`src/rtl/spi_slave_regbank.sv`:
```
// SPI mode-0 target with a bank of 8-bit registers.
// SCK, MOSI and CSN are oversampled on clk. A command byte selects read or
// write and the start address. The following data bytes auto-increment the address.
// Register 0 is a read-only ID. Registers are exposed flattened on regs_o.
module spi_slave_regbank #(
    parameter int         NREGS  = 16,
    parameter int         ADDR_W = 4,
    parameter logic [7:0] ID_VAL = 8'hA5
) (
    input  logic                  clk,
    input  logic                  rstn,
    input  logic                  spi_sck,
    input  logic                  spi_mosi,
    input  logic                  spi_csn,
    output logic                  spi_miso,
    output logic                  spi_misooen,
    output logic [NREGS*8-1:0]    regs_o,
    output logic                  wr_pulse,
    output logic [ADDR_W-1:0]     wr_addr_o,
    output logic                  rd_pulse,
    output logic                  frame_err
);

    typedef enum logic [1:0] {
        S_IDLE  = 2'd0,
        S_CMD   = 2'd1,
        S_WDATA = 2'd2,
        S_RDATA = 2'd3
    } state_t;

    // Synchroniser stages plus delayed copies for edge detection
    logic r_sck_s1, r_sck_s2, r_sck_d;
    logic r_mosi_s1, r_mosi_s2;
    logic r_csn_s1, r_csn_s2, r_csn_d;

    state_t            r_state;
    logic [2:0]        r_bit_cnt;
    logic [ADDR_W-1:0] r_addr;
    logic [6:0]        r_shift_in;
    logic [7:0]        r_shift_out;
    logic              r_miso;
    logic              r_misooen;
    logic              r_wr_pulse;
    logic [ADDR_W-1:0] r_wr_addr;
    logic              r_rd_pulse;
    logic              r_frame_err;

    logic              w_sck_rise;
    logic              w_sck_fall;
    logic              w_csn_rise;
    logic              w_csn_fall;
    logic [7:0]        w_byte_in;
    logic [7:0]        w_rd_byte;
    logic              w_wr_en;

    // Two-flop synchronisers for the asynchronous SPI pins.
    // CSN resets to the asserted level so that a CSN still held low when
    // reset is released does not look like a frame start; a new frame then
    // needs CSN to go high and fall again.
    always_ff @(posedge clk or negedge rstn) begin
        if (!rstn) begin
            r_sck_s1  <= 1'b0;
            r_sck_s2  <= 1'b0;
            r_sck_d   <= 1'b0;
            r_mosi_s1 <= 1'b0;
            r_mosi_s2 <= 1'b0;
            r_csn_s1  <= 1'b0;
            r_csn_s2  <= 1'b0;
            r_csn_d   <= 1'b0;
        end else begin
            r_sck_s1  <= spi_sck;
            r_sck_s2  <= r_sck_s1;
            r_sck_d   <= r_sck_s2;
            r_mosi_s1 <= spi_mosi;
            r_mosi_s2 <= r_mosi_s1;
            r_csn_s1  <= spi_csn;
            r_csn_s2  <= r_csn_s1;
            r_csn_d   <= r_csn_s2;
        end
    end

    // SCK edges only count while the synchronised chip select is low
    assign w_sck_rise = r_sck_s2 & ~r_sck_d & ~r_csn_s2;
    assign w_sck_fall = ~r_sck_s2 & r_sck_d & ~r_csn_s2;
    assign w_csn_rise = r_csn_s2 & ~r_csn_d;
    assign w_csn_fall = ~r_csn_s2 & r_csn_d;

    // Byte as it stands after shifting in the current MOSI sample
    assign w_byte_in = {r_shift_in, r_mosi_s2};

    // Last bit of a data byte in a write frame commits the register
    assign w_wr_en = (r_state == S_WDATA) && w_sck_rise && (r_bit_cnt == 3'd7);

    // Readout mux; addresses beyond the implemented bank read as zero
    always_comb begin
        w_rd_byte = 8'h00;
        for (int i = 0; i < NREGS; i++) begin
            if (r_addr == ADDR_W'(i)) begin
                w_rd_byte = regs_o[i*8 +: 8];
            end
        end
    end

    // Frame FSM: command decode, bit counting, MISO shifting and strobes
    always_ff @(posedge clk or negedge rstn) begin
        if (!rstn) begin
            r_state     <= S_IDLE;
            r_bit_cnt   <= 3'd0;
            r_addr      <= '0;
            r_shift_in  <= 7'd0;
            r_shift_out <= 8'd0;
            r_miso      <= 1'b0;
            r_misooen   <= 1'b1;
            r_wr_pulse  <= 1'b0;
            r_wr_addr   <= '0;
            r_rd_pulse  <= 1'b0;
            r_frame_err <= 1'b0;
        end else begin
            r_wr_pulse  <= 1'b0;
            r_rd_pulse  <= 1'b0;
            r_frame_err <= 1'b0;
            if (r_state != S_IDLE && w_csn_rise) begin
                // End of frame; a partial byte is dropped and flagged
                r_state     <= S_IDLE;
                r_frame_err <= (r_bit_cnt != 3'd0);
                r_bit_cnt   <= 3'd0;
                r_miso      <= 1'b0;
                r_misooen   <= 1'b1;
            end else begin
                case (r_state)
                    S_IDLE: begin
                        if (w_csn_fall) begin
                            r_state   <= S_CMD;
                            r_bit_cnt <= 3'd0;
                        end
                    end
                    S_CMD: begin
                        if (w_sck_rise) begin
                            r_shift_in <= w_byte_in[6:0];
                            r_bit_cnt  <= r_bit_cnt + 3'd1;
                            if (r_bit_cnt == 3'd7) begin
                                r_addr <= w_byte_in[ADDR_W-1:0];
                                if (w_byte_in[7]) begin
                                    r_state <= S_WDATA;
                                end else begin
                                    r_state   <= S_RDATA;
                                    r_misooen <= 1'b0;
                                end
                            end
                        end
                    end
                    S_WDATA: begin
                        if (w_sck_rise) begin
                            r_shift_in <= w_byte_in[6:0];
                            r_bit_cnt  <= r_bit_cnt + 3'd1;
                            if (r_bit_cnt == 3'd7) begin
                                // Strobe even when the address is read-only or unimplemented
                                r_wr_pulse <= 1'b1;
                                r_wr_addr  <= r_addr;
                                r_addr     <= r_addr + ADDR_W'(1);
                            end
                        end
                    end
                    S_RDATA: begin
                        if (w_sck_rise) begin
                            r_bit_cnt <= r_bit_cnt + 3'd1;
                        end else if (w_sck_fall) begin
                            if (r_bit_cnt == 3'd0) begin
                                // Byte boundary: fetch the next register
                                r_miso      <= w_rd_byte[7];
                                r_shift_out <= {w_rd_byte[6:0], 1'b0};
                                r_rd_pulse  <= 1'b1;
                                r_addr      <= r_addr + ADDR_W'(1);
                            end else begin
                                r_miso      <= r_shift_out[7];
                                r_shift_out <= {r_shift_out[6:0], 1'b0};
                            end
                        end
                    end
                    default: begin
                        r_state <= S_IDLE;
                    end
                endcase
            end
        end
    end

    // Register 0 is a constant ID
    assign regs_o[7:0] = ID_VAL;

    genvar gi;
    generate
        for (gi = 1; gi < NREGS; gi++) begin : g_reg
            logic [7:0] r_reg;

            // Capture the completed data byte when this register is addressed
            always_ff @(posedge clk or negedge rstn) begin
                if (!rstn) begin
                    r_reg <= 8'h00;
                end else if (w_wr_en && (r_addr == ADDR_W'(gi))) begin
                    r_reg <= w_byte_in;
                end
            end

            assign regs_o[gi*8 +: 8] = r_reg;
        end
    endgenerate

    assign spi_miso    = r_miso;
    assign spi_misooen = r_misooen;
    assign wr_pulse    = r_wr_pulse;
    assign wr_addr_o   = r_wr_addr;
    assign rd_pulse    = r_rd_pulse;
    assign frame_err   = r_frame_err;

endmodule

```
`config.mk`:
```
export PLATFORM = sky130hd
export DESIGN_NAME = spi_slave_regbank
export DESIGN_NICKNAME = d
export VERILOG_FILES = /design/src/rtl/spi_slave_regbank.sv
export SDC_FILE = /design/constraint.sdc
export NUM_CORES = 1
export LEC_CHECK = 0
export ABC_AREA = 1
export CORE_ASPECT_RATIO = 1.5
export CORE_MARGIN = 2
export CORE_UTILIZATION = 24
export CTS_BUF_LIST = sky130_fd_sc_hd__clkbuf_4 sky130_fd_sc_hd__clkbuf_8 sky130_fd_sc_hd__clkbuf_16
export DETAILED_ROUTE_END_ITERATION = 8
export GPL_TIMING_DRIVEN = 0
export PLACE_DENSITY_LB_ADDON = 0.25
export SETUP_SLACK_MARGIN = 0.05
export SYNTH_ARGS = -nofsm -noshare
export SYNTH_HDL_FRONTEND = slang
export SYNTH_SLANG_ARGS = --single-unit
```
`constraint.sdc`:
```
create_clock -name clk -period 3.6 [get_ports clk]
set_input_delay 1.08 -clock clk [delete_from_list [all_inputs] [get_ports clk]]
set_output_delay 1.08 -clock clk [all_outputs]
set_load 0.05 [all_outputs]
```
==> report_table.html, run 1 <==
<table>
<tr><th>Metric</th><th>Value</th></tr>
<tr><th colspan="2">Run status</th></tr>
<tr><td>Outcome</td><td>finished, final reports clean</td></tr>
<tr><th colspan="2">Synthesis</th></tr>
<tr><td>Warning count from the yosys run</td><td>0</td></tr>
<tr><td>Share of synthesized registers carrying an async set or reset</td><td>100%</td></tr>
<tr><td>Post-synthesis register bit count</td><td>160</td></tr>
<tr><td>Leading cell types by total area after synthesis</td><td>sky130_fd_sc_hd__dfrtp_1, sky130_fd_sc_hd__nand2_1, sky130_fd_sc_hd__o21ai_0</td></tr>
<tr><td>Count of flip-flops with a built-in enable after synthesis</td><td>0</td></tr>
<tr><td>Yosys cell types</td><td>38</td></tr>
<tr><td>Post-synthesis area per instance</td><td>8.17 sq um</td></tr>
<tr><td>Dominant synthesized flop cell</td><td>sky130_fd_sc_hd__dfrtp_1</td></tr>
<tr><td>Sequential-to-total area share from yosys stat</td><td>53.1%</td></tr>
<tr><td>Cell area after technology mapping</td><td>7550 sq um</td></tr>
<tr><td>Synthesized instance count</td><td>a little over 900</td></tr>
<tr><td>Share of the synthesized area in the top cell type</td><td>a little over half</td></tr>
<tr><td>Library cell with the largest summed area after synthesis</td><td>sky130_fd_sc_hd__dfrtp_1</td></tr>
<tr><th colspan="2">Power</th></tr>
<tr><td>Leakage</td><td>roughly 4.5 nW</td></tr>
<tr><td>Power Dens Cells</td><td>563 nW/um^2</td></tr>
<tr><td>Highest ir drop seen on vdd</td><td>347 uV</td></tr>
<tr><th colspan="2">STA</th></tr>
<tr><td>Layout Skew</td><td>13.0 ps</td></tr>
<tr><td>Transition at the pin with the smallest max-transition slack</td><td>between 800 and 900 ps</td></tr>
<tr><td>Final number of setup-violating endpoints</td><td>0</td></tr>
<tr><td>Min Tclk post-route</td><td>~2900 ps</td></tr>
<tr><td>Max-slew headroom at the worst pin</td><td>approximately 44%</td></tr>
<tr><td>Final worst path period share</td><td>80.4%</td></tr>
<tr><td>Number of endpoints with negative hold slack in the final report</td><td>0</td></tr>
<tr><td>Total negative slack</td><td>0 ps</td></tr>
<tr><td>Unrepaired setup endpoints after global routing</td><td>no</td></tr>
<tr><td>FMAX</td><td>346 MHz</td></tr>
<tr><td>Final worst setup slack</td><td>706 ps</td></tr>
<tr><td>Max Transition Viols Final</td><td>0</td></tr>
<tr><th colspan="2">Critical path</th></tr>
<tr><td>Crit path cell chain</td><td>clkdlybuf4s50_1</td></tr>
<tr><td>Data required, critical path</td><td>around 2500 ps</td></tr>
<tr><td>Largest incremental delay on the critical path</td><td>800 ps</td></tr>
<tr><td>Slowest cell on crit path</td><td>sky130_fd_sc_hd__clkdlybuf4s50_1</td></tr>
<tr><td>Kind of start point of the critical path</td><td>flip-flop</td></tr>
<tr><td>Cell depth of the worst flop-to-flop path</td><td>19</td></tr>
<tr><td>Instance count on the critical path</td><td>1</td></tr>
<tr><td>Startpoint-to-endpoint class of the critical path</td><td>flip-flop to output port</td></tr>
<tr><td>CP max FO</td><td>2</td></tr>
<tr><td>Count of buffering cells on the critical path with inverters included</td><td>1</td></tr>
<tr><td>Capturing element type of the critical path</td><td>output port</td></tr>
<tr><td>Data arrival time at the worst-slack endpoint</td><td>around 1800 ps</td></tr>
<tr><td>Category of cells accounting for the largest share of critical-path delay</td><td>buffers and inverters</td></tr>
<tr><th colspan="2">GRT</th></tr>
<tr><td>Maximum number of pins on one net before global-route repair</td><td>97</td></tr>
<tr><td>Antenna violations before repair</td><td>0</td></tr>
<tr><td>First-pass GRT wire length</td><td>39.5 mm</td></tr>
<tr><td>Overall track demand over capacity in global routing</td><td>15.9%</td></tr>
<tr><td>Via count of the first global-routing pass</td><td>6609</td></tr>
<tr><td>Aggregate global routing overflow</td><td>0</td></tr>
<tr><th colspan="2">Clock tree</th></tr>
<tr><td>Post-CTS Resized</td><td>0</td></tr>
<tr><td>Hold Buf Count CTS</td><td>0</td></tr>
<tr><td>Number of clock buffers inserted by TritonCTS</td><td>17</td></tr>
<tr><td>Buffer depth of the longest clock path</td><td>2</td></tr>
<tr><td>Clock-pin transition on the worst setup and hold timing paths</td><td>around 70 ps</td></tr>
<tr><td>Clock Root Buffer</td><td>sky130_fd_sc_hd__clkbuf_16</td></tr>
<tr><td>Clock insertion delay at the later pin of the skew report</td><td>450 ps</td></tr>
<tr><td>CTS H-Tree Depth</td><td>4</td></tr>
<tr><td>Postcts setup bufs</td><td>0</td></tr>
<tr><td>CTS tree</td><td>yes</td></tr>
<tr><td>Total clock sinks</td><td>160</td></tr>
<tr><th colspan="2">Place</th></tr>
<tr><td>DP Cell Count</td><td>1469</td></tr>
<tr><td>Port-buffer cells</td><td>133</td></tr>
<tr><td>Pre-CTS setup slack</td><td>about 760 ps</td></tr>
<tr><td>Detailed placement HPWL</td><td>19.4 mm</td></tr>
<tr><td>Placement Cell Area</td><td>9440 sq um</td></tr>
<tr><td>Weighted congestion reported at the end of routability-driven placement</td><td>0.829</td></tr>
<tr><th colspan="2">Drt</th></tr>
<tr><td>Number of DRC markers in iteration 0</td><td>roughly 300</td></tr>
<tr><td>First-pass iteration count of the detailed router</td><td>5</td></tr>
<tr><td>Remaining number of nets flagged by the antenna check after routing</td><td>0</td></tr>
<tr><td>Via Count</td><td>6612</td></tr>
<tr><td>Total detailed-routing wirelength</td><td>25.5 mm</td></tr>
<tr><td>Remaining DRCs</td><td>0</td></tr>
<tr><td>Post-detailed-route wirelength per cell</td><td>17.0 um</td></tr>
<tr><td>DR vias/cell</td><td>4.41</td></tr>
<tr><th colspan="2">Floorplanning</th></tr>
<tr><td>Standard cell core area</td><td>roughly 31000 sq um</td></tr>
<tr><td>Row count</td><td>79</td></tr>
<tr><td>Die footprint</td><td>32900 sq um</td></tr>
<tr><td>Overall die height</td><td>roughly 220 um</td></tr>
<tr><td>Starting utilization of the core area</td><td>approximately a quarter</td></tr>
<tr><td>Horiz. Die Dim</td><td>149 um</td></tr>
<tr><td>I/O Pins</td><td>142</td></tr>
<tr><th colspan="2">Final layout</th></tr>
<tr><td>Most used cells in the layout excluding fill and tap cells</td><td>sky130_fd_sc_hd__nand2_1, sky130_fd_sc_hd__dfrtp_1, sky130_fd_sc_hd__o21ai_0</td></tr>
<tr><td>Final non-filler cell total</td><td>1501</td></tr>
<tr><td>Antenna Diode Count</td><td>0</td></tr>
<tr><td>Fraction of layout instances using a drive strength above 1</td><td>8.58%</td></tr>
<tr><td>Final cell area excluding filler cells</td><td>10000 sq um</td></tr>
<tr><td>Final design utilization</td><td>32.3%</td></tr>
<tr><td>Number of flip-flops in the largest register</td><td>120</td></tr>
<tr><td>Final net count</td><td>1099</td></tr>
<tr><td>Most common cell after layout, fill and taps aside</td><td>sky130_fd_sc_hd__nand2_1</td></tr>
<tr><td>Growth of design area from synthesis to finish</td><td>33.0%</td></tr>
<tr><th colspan="2">Min path</th></tr>
<tr><td>Path class of the lowest-slack min-delay path</td><td>flip-flop to flip-flop</td></tr>
<tr><td>Worst hold path stage count</td><td>0</td></tr>
<tr><th colspan="2">Run</th></tr>
<tr><td>Max cap viols</td><td>0</td></tr>
</table>
synthesized netlist by cell type (2+ instances only):
master / instances
sky130_fd_sc_hd__a21oi_1: 30
sky130_fd_sc_hd__a21oi_2: 3
sky130_fd_sc_hd__buf_2: 4
sky130_fd_sc_hd__buf_4: 9
sky130_fd_sc_hd__buf_6: 5
sky130_fd_sc_hd__clkbuf_1: 27
sky130_fd_sc_hd__clkinv_1: 2
sky130_fd_sc_hd__conb_1: 2
sky130_fd_sc_hd__dfrtp_1: 159
sky130_fd_sc_hd__ha_1: 11
sky130_fd_sc_hd__inv_1: 55
sky130_fd_sc_hd__inv_2: 6
sky130_fd_sc_hd__inv_4: 2
sky130_fd_sc_hd__nand2_1: 320
sky130_fd_sc_hd__nand2_4: 3
sky130_fd_sc_hd__nand3_1: 39
sky130_fd_sc_hd__nand3b_1: 2
sky130_fd_sc_hd__nand4_1: 9
sky130_fd_sc_hd__nor2_1: 50
sky130_fd_sc_hd__nor2_2: 5
sky130_fd_sc_hd__nor2_4: 5
sky130_fd_sc_hd__nor3_1: 3
sky130_fd_sc_hd__o21a_1: 4
sky130_fd_sc_hd__o21ai_0: 140
sky130_fd_sc_hd__o21ai_1: 3
sky130_fd_sc_hd__o21ai_2: 2
sky130_fd_sc_hd__o31ai_1: 2
sky130_fd_sc_hd__or2_0: 2
sky130_fd_sc_hd__or2_2: 11
report_power, final:
group / total, mW / switching, mW / leakage [nW] / internal, mW
clock network: 1.86 / 0.866 / 0.285 / 0.991
registers: 1.99 / 0.0837 / 2.19 / 1.91
logic: 1.80 / 1.30 / 2.00 / 0.501
total: 5.65 / 2.25 / 4.48 / 3.40
stage by stage:
| step | power [mW] | hold slack, ps |
|---|---|---|
| CTS | 5.72 | 351 |
| floorplan | 3.20 | 331 |
| detailed placement | 3.85 | 336 |
| global placement | 3.83 | 339 |
| finish | 5.65 | 349 |
| global route | 6.01 | 357 |
per-layer routing:
layer	part of all wire (%)	global-route usage (%)	routed length, um
met1	40	18.2	10200
met2	55	30.1	14000
met3	3.4	2.45	858
met4	1.8	4.95	456
met5	0	0	0
final timing paths:
check	startpoint	to	slack (ps)
setup / recovery	spi_misooen	spi_misooen	710
hold / removal	r_sck_s1	r_sck_s2	350
setup reg to reg	r_addr[1]	r_shift_out[2]	730
hold reg to reg	r_sck_s1	r_sck_s2	350
max in group asynchronous	rstn	spi_misooen	2160
min in group asynchronous	rstn	g_reg[4].r_reg[6]	560
cells by family after synthesis:
family / Yosys count / synth area share [%]
flip-flops: 160 / 53.1
AO/OA/AOI/OAI: 188 / 13.0
buffers and inverters: 110 / 6.55
other: 2 / 0.0995
adder cells (fa/ha/maj): 11 / 1.82
AND/OR/NAND/NOR: 453 / 25.4
final cells by class:
| type | instances | area (sq um) |
|---|---|---|
| Inverter | 65 | 249 |
| Timing Repair Buffer | 134 | 1360 |
| Clock buffer | 17 | 425 |
| Fill cell | 3351 | 21000 |
| Sequential cell | 160 | 4010 |
| Multi-Input combinational cell | 660 | 3070 |
| Tap cell | 405 | 507 |
| Clock inverter | 15 | 171 |
| Buffer | 45 | 245 |
Note: power is estimated with default switching activity, not from simulation.
==> run 2, diff against run 1 <==
==> constraint.sdc (replaced) <==
create_clock -name clk -period 2.9 [get_ports clk]
set_input_delay 0.87 -clock clk [delete_from_list [all_inputs] [get_ports clk]]
set_output_delay 0.87 -clock clk [all_outputs]
set_load 0.05 [all_outputs]
==> run 2 against run 1 <==
Effect of this change:
- non-clock buffer count rose by 3
- register-to-register slack got worse by 470 ps
- hold slack improved by 1.3 ps
- core utilization rose by 0.12 points
- die area did not move
==> report_table.html, run 2 (synthesized netlist as in run 1, its figures left out) <==
<table>
<tr><th>Metric</th><th>Value</th></tr>
<tr><th colspan="2">STA</th></tr>
<tr><td>Total negative slack</td><td>0 ps (unchanged)</td></tr>
<tr><td>Min Tclk post-route</td><td>2680 ps</td></tr>
<tr><td>FMAX</td><td>roughly 370 MHz</td></tr>
<tr><td>Unrepaired setup endpoints after global routing</td><td>yes</td></tr>
<tr><td>Max-slew headroom at the worst pin</td><td>43.8% (+0.059 points)</td></tr>
<tr><td>Final worst path period share</td><td>92.5%</td></tr>
<tr><td>Max Transition Viols Final</td><td>0 (unchanged)</td></tr>
<tr><td>Final worst setup slack</td><td>218 ps (-489 ps)</td></tr>
<tr><td>Number of endpoints with negative hold slack in the final report</td><td>0 (unchanged)</td></tr>
<tr><td>Final number of setup-violating endpoints</td><td>0 (unchanged)</td></tr>
<tr><td>Layout Skew</td><td>11.7 ps (-1.32 ps)</td></tr>
<tr><td>Hold slack final</td><td>350 ps (+1.34 ps)</td></tr>
<tr><td>Transition at the pin with the smallest max-transition slack</td><td>843 ps (-0.889 ps)</td></tr>
<tr><th colspan="2">Drt</th></tr>
<tr><td>First-pass iteration count of the detailed router</td><td>4 (-1)</td></tr>
<tr><td>Remaining number of nets flagged by the antenna check after routing</td><td>0 (unchanged)</td></tr>
<tr><td>Total detailed-routing wirelength</td><td>25.5 mm (about the same)</td></tr>
<tr><td>Post-detailed-route wirelength per cell</td><td>16.9 um (-0.20%)</td></tr>
<tr><td>Via Count</td><td>6606 (-0.091%)</td></tr>
<tr><td>Number of DRC markers in iteration 0</td><td>305 (+2.3%)</td></tr>
<tr><td>DR vias/cell</td><td>4.39 (-0.29%)</td></tr>
<tr><td>Remaining DRCs</td><td>0 (unchanged)</td></tr>
<tr><th colspan="2">Run</th></tr>
<tr><td>Max cap viols</td><td>0 (unchanged)</td></tr>
<tr><th colspan="2">Critical path</th></tr>
<tr><td>Largest incremental delay on the critical path</td><td>800 ps (about the same)</td></tr>
<tr><td>Startpoint-to-endpoint class of the critical path</td><td>flip-flop to output port</td></tr>
<tr><td>Capturing element type of the critical path</td><td>output port</td></tr>
<tr><td>Data required, critical path</td><td>2030 ps (-490 ps)</td></tr>
<tr><td>Data arrival time at the worst-slack endpoint</td><td>1810 ps (about the same)</td></tr>
<tr><td>Kind of start point of the critical path</td><td>flip-flop</td></tr>
<tr><td>Count of buffering cells on the critical path with inverters included</td><td>1 (unchanged)</td></tr>
<tr><td>Crit path cell chain</td><td>clkdlybuf4s50_1</td></tr>
<tr><td>CP max FO</td><td>2 (unchanged)</td></tr>
<tr><td>Slowest cell on crit path</td><td>sky130_fd_sc_hd__clkdlybuf4s50_1</td></tr>
<tr><td>Category of cells accounting for the largest share of critical-path delay</td><td>buffers and inverters</td></tr>
<tr><th colspan="2">Clock tree</th></tr>
<tr><td>Number of clock buffers inserted by TritonCTS</td><td>17 (unchanged)</td></tr>
<tr><td>CTS tree</td><td>yes</td></tr>
<tr><td>Buffer depth of the longest clock path</td><td>2 (unchanged)</td></tr>
<tr><td>Clock insertion delay at the later pin of the skew report</td><td>450 ps (about the same)</td></tr>
<tr><td>Total clock sinks</td><td>160 (unchanged)</td></tr>
<tr><td>Clock Root Buffer</td><td>sky130_fd_sc_hd__clkbuf_16</td></tr>
<tr><td>Clock-pin transition on the worst setup and hold timing paths</td><td>70 ps (about the same)</td></tr>
<tr><td>CTS H-Tree Depth</td><td>4 (unchanged)</td></tr>
<tr><th colspan="2">Floorplanning</th></tr>
<tr><td>Standard cell core area</td><td>31000 sq um (unchanged)</td></tr>
<tr><td>Row count</td><td>79 (unchanged)</td></tr>
<tr><td>Horiz. Die Dim</td><td>149 um (unchanged)</td></tr>
<tr><td>Starting utilization of the core area</td><td>24.3% (unchanged)</td></tr>
<tr><td>I/O Pins</td><td>142 (unchanged)</td></tr>
<tr><td>Die footprint</td><td>32900 sq um (unchanged)</td></tr>
<tr><td>Overall die height</td><td>221 um (unchanged)</td></tr>
<tr><th colspan="2">Final layout</th></tr>
<tr><td>Most used cells in the layout excluding fill and tap cells</td><td>sky130_fd_sc_hd__nand2_1, sky130_fd_sc_hd__dfrtp_1, sky130_fd_sc_hd__o21ai_0</td></tr>
<tr><td>Count of fill cells added during filler insertion</td><td>3352 (+0.030%)</td></tr>
<tr><td>Final net count</td><td>1102 (+0.27%)</td></tr>
<tr><td>Most common cell after layout, fill and taps aside</td><td>sky130_fd_sc_hd__nand2_1</td></tr>
<tr><td>Register Area</td><td>4010 sq um (unchanged)</td></tr>
<tr><td>Final non-filler cell total</td><td>1504 (+0.20%)</td></tr>
<tr><td>Number of flip-flops in the largest register</td><td>120 (unchanged)</td></tr>
<tr><td>Final cell area excluding filler cells</td><td>10100 sq um (+0.37%)</td></tr>
<tr><td>Antenna Diode Count</td><td>0 (unchanged)</td></tr>
<tr><td>Growth of design area from synthesis to finish</td><td>33.5%</td></tr>
<tr><td>Fraction of layout instances using a drive strength above 1</td><td>9.28% (+0.70 points)</td></tr>
<tr><td>Combined area of the multi-input logic cells</td><td>3070 sq um (+0.16%)</td></tr>
<tr><td>Final design utilization</td><td>32.5% (+0.12 points)</td></tr>
<tr><th colspan="2">Min path</th></tr>
<tr><td>Path class of the lowest-slack min-delay path</td><td>flip-flop to flip-flop</td></tr>
<tr><th colspan="2">Run status</th></tr>
<tr><td>Outcome</td><td>finished, final reports clean</td></tr>
<tr><th colspan="2">Power</th></tr>
<tr><td>Overall power after layout</td><td>7.04 mW (+25%)</td></tr>
<tr><td>Leakage</td><td>4.49 nW (+0.16%)</td></tr>
<tr><td>Power Dens Cells</td><td>699 nW/um^2 (+24%)</td></tr>
<tr><td>Highest ir drop seen on vdd</td><td>447 uV (+29%)</td></tr>
<tr><th colspan="2">Place</th></tr>
<tr><td>Pre-CTS setup slack</td><td>60.5 ps (-700 ps)</td></tr>
<tr><td>Placement Cell Area</td><td>9440 sq um (unchanged)</td></tr>
<tr><td>Weighted congestion reported at the end of routability-driven placement</td><td>0.829 (unchanged)</td></tr>
<tr><td>Detailed placement HPWL</td><td>19.4 mm (unchanged)</td></tr>
<tr><td>DP Cell Count</td><td>1469 (unchanged)</td></tr>
<tr><td>Port-buffer cells</td><td>133 (unchanged)</td></tr>
<tr><th colspan="2">GRT</th></tr>
<tr><td>Aggregate global routing overflow</td><td>0 (unchanged)</td></tr>
<tr><td>Antenna violations before repair</td><td>0 (unchanged)</td></tr>
<tr><td>Via count of the first global-routing pass</td><td>6609 (unchanged)</td></tr>
<tr><td>Overall track demand over capacity in global routing</td><td>15.9% (unchanged)</td></tr>
<tr><td>First-pass GRT wire length</td><td>39.5 mm (unchanged)</td></tr>
<tr><td>Maximum number of pins on one net before global-route repair</td><td>97 (unchanged)</td></tr>
</table>
run 2: cell type report:
| type | count | area share, % |
|---|---|---|
| sequential | 160 | 39.8 |
| inverter | 65 | 2.55 |
| multi-input combinational | 660 | 30.5 |
| buffer | 45 | 2.46 |
| clock buffer | 17 | 4.22 |
| tap | 405 | 5.03 |
| clock inverter | 15 | 1.70 |
| timing repair buffer | 137 | 13.8 |
run 2: worst paths after layout:
path	start	endpoint	slack, ps	cells past startpoint
max	spi_misooen	spi_misooen	220	1
min	r_sck_s1	r_sck_s2	350	0
max reg2reg	r_addr[1]	r_shift_out[2]	260	19
min reg2reg	r_sck_s1	r_sck_s2	350	0
max in group asynchronous	rstn	spi_misooen	1660	2
min in group asynchronous	rstn	g_reg[4].r_reg[6]	360	1
run 2: power breakdown:
| group | internal (mW) | switching, mW |
|---|---|---|
| combinational | 0.651 | 1.62 |
| clock | 1.23 | 1.07 |
| sequential | 2.37 | 0.105 |
run 2: worst register-to-register path: stages (launching register included):
cell	delay, ps
sky130_fd_sc_hd__dfrtp_1	410
sky130_fd_sc_hd__inv_2	110
sky130_fd_sc_hd__ha_1	160
sky130_fd_sc_hd__clkbuf_4	190
sky130_fd_sc_hd__clkinvlp_4	130
sky130_fd_sc_hd__nor2_2	170
sky130_fd_sc_hd__nand3_1	100
sky130_fd_sc_hd__nand3_1	90
sky130_fd_sc_hd__o21ai_1	100
sky130_fd_sc_hd__a21oi_1	210
sky130_fd_sc_hd__o21ai_1	120
sky130_fd_sc_hd__nand3b_1	130
sky130_fd_sc_hd__nand2_1	110
sky130_fd_sc_hd__nand2_1	80
sky130_fd_sc_hd__nand2_1	60
sky130_fd_sc_hd__nand3_1	70
sky130_fd_sc_hd__nand2_1	90
sky130_fd_sc_hd__nand2_1	70
sky130_fd_sc_hd__nand2_1	50
sky130_fd_sc_hd__a21oi_1	130
run 2: what timing repair did:
| action | in CTS | in global routing |
|---|---|---|
| hold endpoints to repair | 0 | 0 |
| resized for setup | 1 | 6 |
| endpoints found under the setup margin | 1 | 7 |
| buffers inserted | 0 | 3 |
| pin swaps | 0 | 2 |
| hold buffers | 0 | 0 |
run 2: per-layer routing:
metal / vias up / share of wire, % / track usage, %
met3: 22 / 3.5 / 2.45
li1: 3291 / - / -
met1: 3153 / 40 / 18.2
met2: 140 / 55 / 30.1
met5: - / 0 / 0
met4: 0 / 1.9 / 4.95
==> RTL edit, RTL diff (config.mk and constraints of run 1) <==
Re-encode `state_t` (4 states) as one-hot, 4 bits wide.
--- a/src/rtl/spi_slave_regbank.sv
+++ b/src/rtl/spi_slave_regbank.sv
@@ -23,7 +23,7 @@
 
-    typedef enum logic [1:0] {
-        S_IDLE  = 2'd0,
-        S_CMD   = 2'd1,
-        S_WDATA = 2'd2,
-        S_RDATA = 2'd3
+    typedef enum logic [3:0] {
+        S_IDLE  = 4'b0001,
+        S_CMD   = 4'b0010,
+        S_WDATA = 4'b0100,
+        S_RDATA = 4'b1000
     } state_t;
Function: same outputs for any inputs over 10 cycles, from zero or initial values and one cycle with rstn low; not proved beyond that.
==> RTL edit against run 1 <==
Critical path depth is the same; total power decreased by 8.6%; routed wire length decreased by 2.0%; combinational power shrank 27%; register-to-register slack gained 0.07 ns; clock skew down 0.0038 ns; area after synthesis is 0.36% higher; setup slack improved by 0.048 ns; cell count grew 1.1%; utilization grew 0.14 points; critical endpoint unchanged; die area increased by 0.36%; sequential cell count increased by 2; design area up 0.42%.
==> RTL edit: results <==
logic_synthesis:
  synthTopCellsByCount: "nand2_1, dfrtp_1, o21ai_0"
  async_flop_share: 1.00
  ys_types: 41
  ys_seq_area_frac: 0.536
  synthTopCellsByArea: "dfrtp_1, nand2_1, o21ai_0"
final_layout:
  nets: 1112
  final_layout_size_suffix_gt1_frac: 0.0827
  n_fill_cell: 3350
pwr:
  p_int_uw: 3420
  leakage_uw: 0.00454
  irDropWorstVdd_v: 0.000337
  comb_power_share: 0.253
  p_clk_frac: 0.364
sta:
  clock_skew_ns: 0.00923
  worst_pin_slew_ns: 0.735
place:
  post_dp_cell_area_um2: 9470
  pre_cts_ws_ns: 0.844
  gp_congestion: 0.855
  place_hpwl_mm: 19.0
global_route:
  grt_pass1_vias: 6767
  grt_max_degree: 94
  grt.total_usage: 0.152
  grt_antenna_before_repair: 0
  grt_pass1_wl_mm: 38.0
drt:
  dr_total_vias: 6598
  wl_per_cell_um: 16.4
  drtIter0Drc: 310
critical_path:
  crit_arrival_ns: 1.77
  cp_slowest_cell: "clkdlybuf4s50_1"
clock_network:
  clock_latency_ns: 0.43
  cts_buffers: 17
  post_cts_resized: 0
status:
  status: "complete, no violations"
==> RTL edit: cell count changes after synthesis, sizes merged, moves of 3 or more <==
cell   delta
a21oi     -4
ha        -4
nand2     +4
nand3     -5
nand4     +6
nor2     +18
o21a      -3
o21ai     -5
or2       -3
==> RTL edit: area by class of cell <==
class | count | share of cell area
plain buffers | 48 | 0.0256
clock buffers | 20 | 0.0451
clock inverters | 12 | 0.0156
inverters | 66 | 0.0247
multi-input cells | 671 | 0.301
flip-flops and latches | 162 | 0.402
well taps | 405 | 0.0503
repair buffers | 134 | 0.135
==> RTL edit: worst paths after layout <==
kind,startpoint,endpoint,slack [ns],cells after the start
max,spi_misooen,spi_misooen,0.75,1
max in group asynchronous,rstn,g_reg[9].r_reg[7],2.11,2
min,r_csn_s1,r_csn_s2,0.35,0
max reg2reg,r_addr[0],r_shift_out[6],0.80,16
min in group asynchronous,rstn,g_reg[4].r_reg[1],0.66,1
min reg2reg,r_csn_s1,r_csn_s2,0.35,0
==> RTL edit: cell families after synthesis <==
family | count (synthesis) | synth area share
AOI/OAI and AO/OA | 180 | 0.124
DFF | 162 | 0.536
buffers and inverters | 114 | 0.0669
and+or+nand+nor | 475 | 0.260
other | 2 | 0.000992
xor gates and xnor gates | 1 | 0.00116
adders and majority gates | 7 | 0.0116
==> RTL edit: per-stage QoR <==
| step | instances | util |
|---|---|---|
| detailed placement | 1486 | 0.305 |
| global route | 1518 | 0.325 |
| floorplan | 947 | - |
| CTS | 1518 | 0.325 |
| global placement | 1485 | 0.304 |
| finish | 1518 | 0.325 |
==> RTL edit: per-layer routing <==
metal	wire, um	share of wire	track usage	up-vias
met5	0	0	0	-
met4	996	0.040	0.0725	0
met3	908	0.036	0.0286	48
met2	13200	0.53	0.278	149
met1	9860	0.39	0.165	3059
li1	-	-	-	3342
